--- src/rtl/mole_pkg.sv ---
// Shared definitions for the whack-a-mole round controller: hole count,
// round-controller state encoding and the score saturation helper.
package mole_pkg;

   localparam int NUM_HOLES = 18;

   typedef enum logic [2:0] {
      ST_IDLE    = 3'd0,
      ST_GAP     = 3'd1,
      ST_SHOW    = 3'd2,
      ST_RESOLVE = 3'd3,
      ST_DONE    = 3'd4
   } state_t;

   // Increment value but stick at all-ones for a counter of the given width
   // (width must be 31 or less).
   function automatic logic [31:0] sat_inc(input logic [31:0] value,
                                           input int unsigned width);
      logic [31:0] max_val;
      max_val = (32'd1 << width) - 32'd1;
      if (value >= max_val)
         return max_val;
      return value + 32'd1;
   endfunction

endpackage

--- src/rtl/sw_edge_sync.sv ---
// Two-flop synchroniser for the raw player switches followed by a
// rising-edge detector. "rearm" snaps the edge reference to the current
// switch levels so switches that are already held down never look like
// fresh presses.
module sw_edge_sync
   import mole_pkg::*;
(
   input  logic                 clk,
   input  logic                 reset,
   input  logic [NUM_HOLES-1:0] sw,
   input  logic                 rearm,
   output logic [NUM_HOLES-1:0] rise
);

   logic [NUM_HOLES-1:0] sync1;
   logic [NUM_HOLES-1:0] sw_s;
   logic [NUM_HOLES-1:0] sw_prev;

   // Synchronise the switches and track the edge reference; while not
   // rearmed, released bits drop out of the reference so a re-press counts.
   always_ff @(posedge clk) begin
      if (reset) begin
         sync1   <= '0;
         sw_s    <= '0;
         sw_prev <= '0;
      end else begin
         sync1 <= sw;
         sw_s  <= sync1;
         if (rearm)
            sw_prev <= sw_s;
         else
            sw_prev <= sw_prev & sw_s;
      end
   end

   assign rise = sw_s & ~sw_prev;

endmodule

--- src/rtl/mole_round_ctrl.sv ---
// Round controller for the whack-a-mole game: times the gap and visible
// windows, triggers the mole selector, judges player presses against the
// shown mole, and keeps score and round count until the game ends.
module mole_round_ctrl
   import mole_pkg::*;
#(
   parameter int SHOW_CYCLES = 50_000_000,
   parameter int GAP_CYCLES  = 25_000_000,
   parameter int ROUNDS      = 20,
   parameter int SCORE_W     = 8
)
(
   input  logic                 clk,
   input  logic                 reset,
   input  logic                 start,
   input  logic [NUM_HOLES-1:0] sw,
   input  logic [NUM_HOLES-1:0] mole,
   output logic                 trigger,
   output logic                 hit_pulse,
   output logic                 miss_pulse,
   output logic [SCORE_W-1:0]   score,
   output logic [7:0]           round_idx,
   output logic                 busy,
   output logic                 game_over
);

   localparam int MAX_CYCLES = (SHOW_CYCLES > GAP_CYCLES) ? SHOW_CYCLES : GAP_CYCLES;
   localparam int TIMER_W    = $clog2(MAX_CYCLES);
   localparam logic [TIMER_W-1:0] SHOW_LOAD   = TIMER_W'(SHOW_CYCLES - 1);
   localparam logic [TIMER_W-1:0] GAP_LOAD    = TIMER_W'(GAP_CYCLES - 1);
   localparam logic [TIMER_W-1:0] TIMER_ONE   = TIMER_W'(1);
   localparam logic [7:0]         ROUNDS_LAST = 8'(ROUNDS);

   state_t               state_q, state_d;
   logic [TIMER_W-1:0]   timer_q, timer_d;
   logic [SCORE_W-1:0]   score_q, score_d;
   logic [7:0]           round_q, round_d;
   logic                 hit_q, hit_d;
   logic                 rearm;
   logic                 first_show;
   logic [NUM_HOLES-1:0] rise;

   sw_edge_sync u_sw_edge_sync (
      .clk   (clk),
      .reset (reset),
      .sw    (sw),
      .rearm (rearm),
      .rise  (rise)
   );

   // The timer is loaded with SHOW_LOAD on entry to SHOW and then counts
   // down, so this only holds in the first SHOW cycle, before mole is valid.
   assign first_show = (timer_q == SHOW_LOAD);

   assign score     = score_q;
   assign round_idx = round_q;

   // State, timer, score, round count and the pending hit/miss verdict.
   always_ff @(posedge clk) begin
      if (reset) begin
         state_q <= ST_IDLE;
         timer_q <= '0;
         score_q <= '0;
         round_q <= '0;
         hit_q   <= 1'b0;
      end else begin
         state_q <= state_d;
         timer_q <= timer_d;
         score_q <= score_d;
         round_q <= round_d;
         hit_q   <= hit_d;
      end
   end

   // Round sequencing, press judging and the state-decoded outputs.
   always_comb begin
      state_d    = state_q;
      timer_d    = timer_q;
      score_d    = score_q;
      round_d    = round_q;
      hit_d      = hit_q;
      rearm      = 1'b0;
      trigger    = 1'b0;
      hit_pulse  = 1'b0;
      miss_pulse = 1'b0;
      busy       = 1'b0;
      game_over  = 1'b0;

      case (state_q)
         ST_IDLE: begin
            rearm = 1'b1;
            if (start) begin
               score_d = '0;
               round_d = '0;
               timer_d = GAP_LOAD;
               state_d = ST_GAP;
            end
         end

         ST_GAP: begin
            rearm = 1'b1;
            busy  = 1'b1;
            if (timer_q == '0) begin
               timer_d = SHOW_LOAD;
               state_d = ST_SHOW;
            end else begin
               timer_d = timer_q - TIMER_ONE;
            end
         end

         ST_SHOW: begin
            trigger = 1'b1;
            busy    = 1'b1;
            if (first_show) begin
               rearm   = 1'b1;
               timer_d = timer_q - TIMER_ONE;
            end else if (((rise & mole) != '0) || (rise != '0) || (timer_q == '0)) begin
               hit_d   = ((rise & mole) != '0);
               round_d = round_q + 8'd1;
               if ((rise & mole) != '0)
                  score_d = SCORE_W'(sat_inc(32'(score_q), SCORE_W));
               state_d = ST_RESOLVE;
            end else begin
               timer_d = timer_q - TIMER_ONE;
            end
         end

         ST_RESOLVE: begin
            busy       = 1'b1;
            hit_pulse  = hit_q;
            miss_pulse = ~hit_q;
            if (round_q == ROUNDS_LAST) begin
               state_d = ST_DONE;
            end else begin
               timer_d = GAP_LOAD;
               state_d = ST_GAP;
            end
         end

         ST_DONE: begin
            rearm     = 1'b1;
            game_over = 1'b1;
            if (start)
               state_d = ST_IDLE;
         end

         default: begin
            state_d = ST_IDLE;
         end
      endcase
   end

endmodule

--- config.mk ---
export PLATFORM = sky130hd
export DESIGN_NAME = mole_round_ctrl
export DESIGN_NICKNAME = d
export VERILOG_FILES = /design/src/rtl/mole_pkg.sv /design/src/rtl/sw_edge_sync.sv /design/src/rtl/mole_round_ctrl.sv
export SDC_FILE = /design/constraint.sdc
export NUM_CORES = 1
export LEC_CHECK = 0
export BUFFER_PORTS_ARGS = -buffer_cell sky130_fd_sc_hd__buf_2
export CAP_MARGIN = 20
export CORE_UTILIZATION = 50
export DETAILED_ROUTE_END_ITERATION = 10
export PLACE_DENSITY = 0.73
export SLEW_MARGIN = 20
export SYNTH_ARGS = -nofsm -noshare
export SYNTH_HDL_FRONTEND = slang
export SYNTH_SLANG_ARGS = --single-unit
--- constraint.sdc ---
create_clock -name clk -period 2.15 [get_ports clk]
set_input_delay 0.43 -clock clk [delete_from_list [all_inputs] [get_ports clk]]
set_output_delay 0.43 -clock clk [all_outputs]
set_load 0.005 [all_outputs]
# == Word-level counts from Yosys, hierarchy flattened ==
# Cells that the tools add are included.
# word_totals
regBits,100
elab_cells,83
# op_classes
eq_ne,14
n_bitwise,6
n_lt_le_gt_ge,1
add_sub_neg,3
n_reduce_logical,15
muxes,36
# op_table
op,n
26-bit two-way mux,5
26-bit case mux with 4 select lines,1
8-bit two-way mux,8
18-bit bitwise AND,3
18-bit nonzero test,2
8-bit case mux with 2 select lines,2
"26-bit == test, second input constant",1
26-bit logical NOT,1
"26-bit by 1-bit subtractor with 26-bit output, second input constant",1
18-bit two-way mux,1
3-bit two-way mux,6
18-bit NOT,1
"8-bit by 1-bit adder with 8-bit output, second input constant",2
3-bit case mux with 5 select lines,1
"2-bit != test, second input constant",7
1-bit two-way mux,11
5-bit AND reduction,2
"8-bit by 5-bit == test with 1-bit output, second input constant",1
"8-bit greater-or-equal comparator, second input constant",1
4-bit AND reduction,2
"3-bit by 2-bit == test with 1-bit output, second input constant",2
3-bit OR reduction,2
4-bit nonzero test,1
"3-bit by 1-bit == test with 1-bit output, second input constant",1
8 further kinds,10

# == Logic depth before layout (Yosys ltp) ==
# Gate-level depths: netlist of the first run.
# depth
ltp_word,14
depth_mapped,9
mapped_depth_nobuf,8

# == By module ==
# From an unflattened synthesis of the first run, not the netlist that was laid out.
# unflattened
cells_unflattened,542
area_unflattened_um2,4793.3
# modules_own_cells
module,area_per_inst_um2,cells_per_inst,n_inst
mole_round_ctrl,3006.6,390,1
sw_edge_sync,1786.7,152,1

# == Least setup slack after synthesis of the first run ==
# OpenSTA, ideal clock, no wires.
# synth_timing
path_type,reg2reg
start,register round_q[0] (netlist: round_idx[0])
end,register timer_q[15]
stages_incl_launch_ff,9
setup_slack_ps,-191
required_time_ps,2031
arrival_time_ps,2222
setup_time_ps,119
synth_period_minus_slack_ps,2341
path_buffers,0
cell_sequence,dfxtp_1 > inv_1 > ha_1 > nand4bb_1 > nor4b_1 > a311o_1 > nor4_1 > nor2_1 > o221a_2
# synth_between
elab_chain_cells,3
# synth_lines
item,line,text
from (decl),mole_round_ctrl.sv:37,"logic [7:0] round_q, round_d;"
from (signal assigned),mole_round_ctrl.sv:70,round_q <= round_d;
8-bit by 5-bit == test with 1-bit output,mole_round_ctrl.sv:132,if (round_q == ROUNDS_LAST) begin
2-bit != test (no source line),--,
4-bit AND reduction (no source line),--,
to (signal assigned),mole_round_ctrl.sv:68,timer_q <= timer_d;
to (decl),mole_round_ctrl.sv:35,"logic [TIMER_W-1:0] timer_q, timer_d;"
# No other way between the ends.
# A chain may end at the register's enable or synchronous reset.

# == Final worst setup path of the first run ==
# layout_timing
start,register timer_q[11]
end,register timer_q[1]
# layout_between
elab_chain_cells,4
word_cells_on_any_way,8
classes_between,eq/ne: 2; mux: 3; reduce/logical: 3
# layout_lines
item,line,text
26-bit logical NOT,"mole_round_ctrl.sv:103, mole_round_ctrl.sv:117",
1-bit logical OR,mole_round_ctrl.sv:117,end else if (((rise & mole) != '0) || (rise != '0) || (timer_q == '0)) begin
3-bit != test (no source line),--,
4-bit AND reduction (no source line),--,
# Parallel ways exist; a longest one is shown, timed or not.

==> results.md, run 1 <==
* Wirelength per Cell at 20.0 um
* Leak at 3.04 nW
* Final Setup Violations at 59
* Yosys top cell area share at 0.408
* Area Overhead vs Synth at 48.4%
* CP startpoint: timer_q[11]
* Synth cell count leaders: 100 x dfxtp_1, 53 x nor2b_1, 47 x nand2_1
* Port Buffer Count at 59
* 1st-iter DRT viols at 529
* Via Count at 5541
* Final worst slack at -0.275 ns
* Max VDD drop at 0.596 mV
* Hold Path Cell Cnt at 2
* Starting density of the core at 0.523
* # rows at 35
* Met3 Usage GRT at 0.0756
* Cell Pwr Density at 588 mW/mm^2
* Crit Path Max Fanout at 7
* Tmin final at 2.42 ns
* Hold Path Origin: sw[10]
* Flop-to-flop setup slack at -0.27 ns
* Setup TNS Final at -9.13 ns
* Fin nets at 777
* WP buf/inv at 2
* Die outline area at 0.0102 mm^2
* Yosys top cell by area: dfxtp_1
* Gate Count Post-Synth at 548
* Total gr overflow at 0
* TritonCTS Buffers at 9
* Violated checks: negative setup slack
* Critical path, cell by cell: or4_4 -> nand4b_1 -> buf_4 -> o21a_1 -> or2_4 -> buf_6 -> a311oi_2
* EDFF count, synth at 0
* Tcrit/Tclk final at 1.13
* TritonRoute pass-1 iters at 8
* CP required at 2.44 ns
* Element type at the critical path start: flip-flop
* Initial antenna violation count at 0
* DR vias/cell at 6.39
* Die span in x at 101 um
* TritonCTS clock tree: done
* # clock sinks at 100
* Clk root buf: clkbuf_8
* Max Root-Sink Buffers at 2
* Post-route ant nets at 0
* Slew headroom at 0.573
* Register area at 0.00201 mm^2
* Worst Hold Path EP: u_sw_edge_sync.sync1[10]
* Worst slew pin tran at 0.637 ns
* Final wirelength at 17.4 mm
* DRC at 0
* WS Path Type: reg -> reg
* Total I/O pin count at 60
* Worst Reg-to-Reg Cells at 7
* Register area share after synthesis at 0.408
* Number of synthesized register bits at 100
* Hold WC Path Type: in -> reg
* Syn Nets at 592
* Vias in the first global route at 5129
* Cell variety after synth at 68
* Number of filler cells placed in the layout at 596
* Top Usage Layer GRT: met2
* Worst flop-to-flop path endpoint: timer_q[1]
* DIE HEIGHT at 101 um
* Multi-input gate area at 0.00331 mm^2
* Max-cap violations at 0
* HPWL Detailed at 9.96 mm
* Top cells by area, synth: dfxtp_1 41%, nor2b_1 6.8%, o211a_1 4.1%, nand2_1 3.6%, a211oi_1 2.8%
* Hold slack at 0.232 ns
* Fmax at 412 MHz
* Worst setup EP type: flip-flop
* Layout cells sized above 1 at 0.458
* Fin. max-slew vios at 0
* CP arrival at 2.72 ns
* Cell with the most instances after synthesis: dfxtp_1
* Ant. Diodes at 0
* RR Startpoint: timer_q[11]
* H-Tree Depth at 3
* CP top delay family: simple AND/OR/NAND/NOR gates
* Met2 Usage GRT at 0.519
* Worst skew pair latency at 0.40 ns
* Status: finished, violations left
* First-pass GRT wire length at 24.5 mm
* All-Layer GR Usage at 0.309
* GPL Wtd Cong at 0.898
* Pin count of the biggest net entering global routing at 35
* Mapped Area at 0.00490 mm^2
* Clock-pin slew on the worst setup and hold paths at 0.12 ns
* Unrepaired setup endpoints after global routing: true
* Crit path max-delay cell type: or4_4
* Global-route track usage on met1 at 0.356
* Core ar. at 0.00937 mm^2
* Clock skew at 0.0208 ns
* Hold Fails Final Rpt at 0
* Synth warn at 0
* Syn Area/Cell at 8.95 um^2
* Fraction of registers with async set/reset at 0
* Dominant synthesized flop cell: dfxtp_1
* Slowest stage delay, CP at 0.58 ns
-- state kept, by name (all words and copies together), names as in the netlist --
signal,cells
hit_q,1
round_idx,8
score,8
state_q,3
timer_q,26
u_sw_edge_sync.sw_prev,18
u_sw_edge_sync.sw_s,18
u_sw_edge_sync.sync1,18
-- area by class of cell --
cell class                 instances  area share
multi-input combinational        403       0.455
clock buffer                       9      0.0170
sequential                       100       0.277
clock inverter                     7      0.0108
timing repair buffer             202       0.210
inverter                          17     0.00877
tap                              129      0.0222
-- cells in the final DEF (no fill, tap or decap), drive strengths merged, types with 6 or more instances in the layout --
cell    count
o211a      20
o221a      12
or3         9
clkbuf     10
nand4      15
nor2       36
nor3       17
and3b       6
dfxtp     100
a211oi     18
mux2i       8
nand3      16
inv        19
nand2      48
a21oi      27
buf       201
nand2b      9
nor4       20
nor2b      53
o32ai      10
-- cells by family after synthesis --
| kind of cell | Yosys count | synth area share |
|---|---|---|
| fa+ha+maj | 5 | 0.0128 |
| compound gates | 135 | 0.226 |
| simple gates | 253 | 0.294 |
| flops | 100 | 0.408 |
| buf+inv | 47 | 0.0421 |
| mux | 8 | 0.0163 |
-- stage by stage --
| step | std cells | area, um^2 | setup WS, ns | power (mW) | utilization |
|---|---|---|---|---|---|
| 4_1_cts | 858 | 6860 | -0.182 | 4.10 | 0.732 |
| 3_5_place_dp | 826 | 6170 | -0.329 | 2.78 | 0.659 |
| 6_report | 867 | 7270 | -0.275 | 4.27 | 0.776 |
| 3_3_place_gp | 826 | 6170 | -0.266 | 2.75 | 0.659 |
| 5_1_grt | 867 | 7270 | -0.397 | 4.41 | 0.776 |
| 2_1_floorplan | 548 | 4920 | -0.0467 | 2.43 | - |
-- layer usage --
metal	share of wire	vias to the layer above
li1	-	2428
met1	0.38	2629
met2	0.48	371
met3	0.081	113
met4	0.058	0
met5	0	-
-- where the power goes --
part	internal, mW	total [mW]	switching, mW
Clock	0.461	1.25	0.784
Sequential	1.94	2.02	0.0819
Combinational	0.476	1.00	0.528
Total	2.88	4.27	1.39
-- worst reg2reg max path: cells and delay by family (launching register included) --
| kind | cells | cell delay (ns) |
|---|---|---|
| buf+inv | 2 | 0.33 |
| simple gates | 3 | 1.16 |
| flops | 1 | 0.34 |
| compound gates | 2 | 0.51 |
-- timing repair --
item                       CTS  global route
pin swaps                   30            34
setup endpoints to repair   62            63
cloned                       1             2
gates resized for setup     83            71
hold endpoints to repair     0             0
hold buffers                 0             0
buffers inserted            17            10
-- worst max path at each step --
| stage | depth (start not counted) | slack (ns) | end |
|---|---|---|---|
| after global placement | 7 | -0.27 | timer_q[21] |
| after global routing | 8 | -0.40 | timer_q[25] |
| after floorplan | 6 | -0.05 | timer_q[13] |
| after CTS | 8 | -0.18 | timer_q[1] |
| after detailed placement | 7 | -0.33 | score[5] |
| final | 7 | -0.27 | timer_q[1] |
Note: power is estimated with default switching activity, not from simulation.
==> run 2, diff against run 1 <==
--- a/config.mk
+++ b/config.mk
@@ -9,6 +9,7 @@
 export CAP_MARGIN = 20
 export CORE_UTILIZATION = 50
 export DETAILED_ROUTE_END_ITERATION = 10
+export MAX_ROUTING_LAYER = met4
 export PLACE_DENSITY = 0.73
 export SLEW_MARGIN = 20
 export SYNTH_ARGS = -nofsm -noshare
==> results.md, run 2 (synthesis gave the netlist of run 1 again) <==
* WS Path Type: reg -> reg
* Final Setup Violations at 60
* All-Layer GR Usage at 0.317
* Worst skew pair latency at 0.39 ns
* Tmin final at 2.44 ns
* Final Instance Area at 0.00720 mm^2
* Pin count of the biggest net entering global routing at 38
* Placement Cell Area at 0.00622 mm^2
* First-pass GRT wire length at 24.4 mm
* Setup TNS Final at -12.69 ns
* Clock skew at 0.0139 ns
* Total gr overflow at 0
* Inst Count DP at 831
* TritonCTS Buffers at 9
* Worst slew pin tran at 0.557 ns
* Final wirelength at 16.1 mm
* Most frequent cells in the layout: 124 x buf_4, 97 x dfxtp_1, 59 x buf_2, 53 x nor2b_1, 45 x nand2_1
* # rows at 35
* Clk root buf: clkbuf_8
* Element type at the critical path start: flip-flop
* 1st-iter DRT viols at 404
* Cell Pwr Density at 581 mW/mm^2
* Non-Filler Instances at 877
* CP top delay family: simple AND/OR/NAND/NOR gates
* Via Count at 5331
* Violated checks: negative setup slack
* Worst setup EP type: flip-flop
* Clock-pin slew on the worst setup and hold paths at 0.11 ns
* Max Root-Sink Buffers at 2
* Ant. Diodes at 0
* Port Buffer Count at 59
* Area Overhead vs Synth at 46.9%
* CP arrival at 2.72 ns
* Commonest non-fill, non-tap cell in the layout: buf_4
* HPWL Detailed at 9.98 mm
* CTS Hold Bufs at 0
* Hold Path Cell Cnt at 2
* Unrepaired setup endpoints after global routing: true
* Fin nets at 787
* Hold WC Path Type: in -> reg
* Slowest stage delay, CP at 0.56 ns
* Core ar. at 0.00937 mm^2
* Crit Path Max Fanout at 7
* WP buf/inv at 1
* Top reg by flops: timer_q
* Vias in the first global route at 5083
* TritonRoute pass-1 iters at 6
* Worst Reg-to-Reg Cells at 7
* Crit path max-delay cell type: or4_4
* GPL Wtd Cong at 0.902
* DIE HEIGHT at 101 um
* Post-route ant nets at 0
* Max FFs per register at 26
* DR vias/cell at 6.08
* Fmax at 410 MHz
* Number of filler cells placed in the layout at 602
* Total I/O pin count at 60
* DRC at 0
* Layout cells sized above 1 at 0.437
* Final worst slack at -0.287 ns
* Max VDD drop at 0.644 mV
* Status: finished, violations left
* Slew headroom at 0.627
* Tcrit/Tclk final at 1.13
* Initial antenna violation count at 0
* Critical path depth at 7
* Hold Fails Final Rpt at 0
* Leak at 3.05 nW
* Die outline area at 0.0102 mm^2
* CP most frequent cell: o221a_2
* Starting density of the core at 0.523
* # clock sinks at 100
* Die span in x at 101 um
* Max-cap violations at 0
* TritonCTS clock tree: done
* CP required at 2.44 ns
* H-Tree Depth at 3
* Critical path, cell by cell: or4_4 -> or3_4 -> nor4_4 -> buf_4 -> nor3_4 -> o221a_2 -> o221a_2
* Fin. max-slew vios at 0
* Wirelength per Cell at 18.4 um
==> run 2: changes by cell type in the layout (fill, tap and decap cells not counted), moves of 4 or more <==
cell and change:
dfxtp_1 +5, a21oi_2 +4, dfxtp_2 -5, buf_4 +9
==> run 2: power breakdown <==
part,internal (mW),switching [mW]
combinational,0.476,0.485
clock,0.454,0.753
sequential,1.94,0.0733
==> run 2: path summary, 6_finish.rpt <==
path                                start                       to  slack, ns
setup / recovery               timer_q[7]              timer_q[13]      -0.29
hold / removal                      sw[7]  u_sw_edge_sync.sync1[7]       0.24
setup reg to reg               timer_q[7]              timer_q[13]      -0.29
hold reg to reg   u_sw_edge_sync.sync1[9]   u_sw_edge_sync.sw_s[9]       0.45
==> run 2: stage by stage <==
step                      setup slack [ns]  utilization  hold WS (ns)  power [mW]
after floorplan                    -0.0467            -         0.414        2.43
after global placement              -0.356        0.664         0.418        2.77
after detailed placement            -0.411        0.664         0.423        2.80
after CTS                           -0.250        0.741         0.240        4.10
after global routing                -0.360        0.768         0.243        4.34
final                               -0.287        0.768         0.244        4.18
==> run 2: final cells by class <==
| type | count | area, um^2 | area share |
|---|---|---|---|
| flip-flops and latches | 100 | 2010 | 0.279 |
| inverters | 17 | 63.8 | 0.00886 |
| clock inverters | 7 | 65.1 | 0.00904 |
| repair buffers | 211 | 1600 | 0.222 |
| well taps | 129 | 161 | 0.0224 |
| multi-input cells | 404 | 3180 | 0.442 |
| clock buffers | 9 | 124 | 0.0172 |
==> run 2: repair_timing <==
action,CTS,global route
pin swaps,38,26
gates resized for setup,81,35
setup buffers,19,6
cloned,2,3
endpoints found under the setup margin,62,64
==> run 2: routing by layer <==
metal,track usage,vias to the layer above,share of wire
met2,0.525,303,0.49
met4,0.123,0,0.030
met3,0.0610,52,0.078
met5,-,-,0
li1,-,2458,-
met1,0.382,2518,0.40
==> run 3, diff against run 2 <==
--- a/config.mk
+++ b/config.mk
@@ -7,11 +7,13 @@
 export LEC_CHECK = 0
 export BUFFER_PORTS_ARGS = -buffer_cell sky130_fd_sc_hd__buf_2
 export CAP_MARGIN = 20
-export CORE_UTILIZATION = 50
+export CORE_MARGIN = 2
+export CORE_UTILIZATION = 45
 export DETAILED_ROUTE_END_ITERATION = 10
 export MAX_ROUTING_LAYER = met4
-export PLACE_DENSITY = 0.73
+export PLACE_DENSITY = 0.67
 export SLEW_MARGIN = 20
 export SYNTH_ARGS = -nofsm -noshare
 export SYNTH_HDL_FRONTEND = slang
+export SYNTH_HIERARCHICAL = 1
 export SYNTH_SLANG_ARGS = --single-unit
==> results.md, run 3 <==
* Status: finished, violations left
* Violated checks: negative setup slack
* Total I/O pin count at 60
* DIE HEIGHT at 107 um
* Starting density of the core at 0.464
* WS Path Type: reg -> reg
* Worst slew pin tran at 0.646 ns
* TritonCTS Buffers at 9
* Fin nets at 756
* Die span in x at 107 um
* Fraction of registers with async set/reset at 0
* Element type at the critical path start: flip-flop
* Number of filler cells placed in the layout at 797
* Worst setup EP type: flip-flop
* H-Tree Depth at 3
* Net Sw Power at 1.33 mW
* Worst Hold Path EP: u_sw_edge_sync/sync1[0]
* Syn Nets at 586
* # rows at 37
* Register share of total power at 0.476
* Core ar. at 0.0103 mm^2
* CP arrival at 2.74 ns
* Worst skew pair latency at 0.40 ns
* Mapped Area at 0.00479 mm^2
* Total gr overflow at 0
* Wirelength per Cell at 16.9 um
* Tmin final at 2.46 ns
* CTS Hold Bufs at 0
* All-Layer GR Usage at 0.262
* Slew headroom at 0.567
* 1st-iter DRT viols at 363
* Fmax at 406 MHz
* Vias in the first global route at 4913
* Top cells by area, synth: dfxtp_1 42%, nor2b_1 7.3%, nor3b_2 4.7%, nor2_1 4.0%, or3_1 2.6%
* Dominant synthesized flop cell: dfxtp_1
* Ant. Diodes at 0
* TritonRoute pass-1 iters at 5
* Cell with the most instances after synthesis: dfxtp_1
* DRC at 0
* CP required at 2.43 ns
* Cell Pwr Density at 610 mW/mm^2
* EDFF count, synth at 0
* Hold Path Cell Cnt at 2
* Commonest non-fill, non-tap cell in the layout: buf_4
* Synth warn at 6
* Most frequent cells in the layout: 104 x buf_4, 93 x dfxtp_1, 58 x buf_2, 55 x nor2b_1, 41 x nor2_1
* Area Overhead vs Synth at 43.3%
* Max FFs per register at 26
* TritonCTS clock tree: done
* Tcrit/Tclk final at 1.15
* Pint at 2.86 mW
* Crit Path Max Fanout at 3
* Gate Count Post-Synth at 542
* RR Startpoint: timer_q[0]
* Leak at 2.77 nW
* Number of synthesized register bits at 100
* Hold slack at 0.227 ns
* Max-cap violations at 0
* Initial antenna violation count at 0
* Final worst slack at -0.314 ns
* Yosys top cell by area: dfxtp_1
* Max VDD drop at 0.414 mV
* Clock-pin slew on the worst setup and hold paths at 0.12 ns
* Comb power frac at 0.225
* Hold Fails Final Rpt at 0
* Pin count of the biggest net entering global routing at 41
* Unrepaired setup endpoints after global routing: true
* Flop-to-flop setup slack at -0.31 ns
* Clk network pwr share at 0.299
* Net Sw Frac at 0.317
* Layout cells sized above 1 at 0.428
* Yosys top cell area share at 0.418
* HPWL Detailed at 9.60 mm
* Final Instance Area at 0.00687 mm^2
* GPL Wtd Cong at 0.936
* Max Root-Sink Buffers at 2
* Port Buffer Count at 59
* Placement Cell Area at 0.00601 mm^2
* Die outline area at 0.0115 mm^2
* Fin. max-slew vios at 0
* Cell variety after synth at 54
* Worst flop-to-flop path endpoint: timer_q[10]
* DR vias/cell at 5.74
* Post-route ant nets at 0
* Synth cell count leaders: 100 x dfxtp_1, 56 x nor2b_1, 51 x nor2_1
* Hold Path Origin: sw[0]
* Register area share after synthesis at 0.418
* Syn Area/Cell at 8.84 um^2
* First-pass GRT wire length at 23.4 mm
* Worst Reg-to-Reg Cells at 11
* Via Count at 4892
* Clock skew at 0.0128 ns
* Final wirelength at 14.4 mm
* Top reg by flops: timer_q
* # clock sinks at 100
* Hold WC Path Type: in -> reg
* Final Setup Violations at 60
* Clk root buf: clkbuf_8
run 3: cell count changes in the layout (fill, tap and decap cells not counted), sizes merged, moves of 13 or more:
cell	change
buf	-24
a21oi	-14
nor3b	+20
nand2	-21
nor2	+15
o21ai	+17
a31oi	+13
o211a	-20
run 3: stage by stage:
stage          setup WS, ns  instances  utilization  total power [mW]  setup TNS [ns]
5_1_grt              -0.413        853        0.665              4.36          -13.50
4_1_cts              -0.293        848        0.641              4.12           -6.02
6_report             -0.314        853        0.665              4.19           -8.39
2_1_floorplan        -0.308        542            -              2.46           -4.12
3_5_place_dp         -0.340        816        0.582              2.82           -6.89
3_3_place_gp         -0.228        816        0.582              2.79           -5.28
run 3: critical path, stage by stage, from the launching register on:
cell and delay [ns]:
dfxtp_2 0.34, inv_2 0.07, ha_4 0.13, or3b_4 0.37, or4_4 0.44, buf_4 0.17
nor3_4 0.20, buf_4 0.16, buf_4 0.11, o31ai_1 0.08, o21ai_1 0.18, a21oi_1 0.10
run 3: worst max-delay path by stage:
stage,cells past startpoint,slack (ns),to,from
global placement,9,-0.23,timer_q[20],timer_q[0]
global route,11,-0.41,timer_q[10],timer_q[0]
CTS,9,-0.29,timer_q[9],timer_q[0]
floorplan,10,-0.31,timer_q[3],timer_q[0]
finish,11,-0.31,timer_q[10],timer_q[0]
detailed placement,9,-0.34,timer_q[20],timer_q[0]
run 3: final cells by class:
cell class / count / area [um^2] / share of cell area
Multi-Input combinational cell: 392 / 3010 / 0.439
Sequential cell: 100 / 2010 / 0.293
Timing Repair Buffer: 187 / 1390 / 0.203
Tap cell: 136 / 170 / 0.0248
Clock buffer: 9 / 124 / 0.0180
Inverter: 22 / 82.6 / 0.0120
Clock inverter: 7 / 77.6 / 0.0113
run 3: timing repair:
action / in CTS / in global routing
resized for setup: 62 / 53
buffers inserted: 15 / 6
endpoints found under the setup margin: 61 / 63
cloned: 3 / 2
pin swaps: 19 / 24
run 3: power by group through the flow:
stage	Combinational, mW	Clock (mW)	Sequential [mW]
after floorplan	0.420	0	2.04
after global placement	0.763	0	2.03
after detailed placement	0.785	0	2.03
after CTS	0.865	1.27	1.99
after global routing	1.02	1.35	2.00
final	0.945	1.25	1.99
run 3: routing by layer:
| metal | wire (um) | GRT usage | share of wire |
|---|---|---|---|
| met3 | 691 | 0.0438 | 0.048 |
| met4 | 374 | 0.110 | 0.026 |
| met1 | 6290 | 0.319 | 0.44 |
| met2 | 7090 | 0.429 | 0.49 |
| met5 | 0 | - | 0 |
run 3: kinds of logic after synthesis:
family | count (synthesis) | share of synthesized area
muxes | 7 | 0.0146
DFF | 100 | 0.418
adders and majority gates | 5 | 0.0131
and+or+nand+nor | 253 | 0.313
buffers and inverters | 50 | 0.0509
AOI/OAI and AO/OA | 127 | 0.191
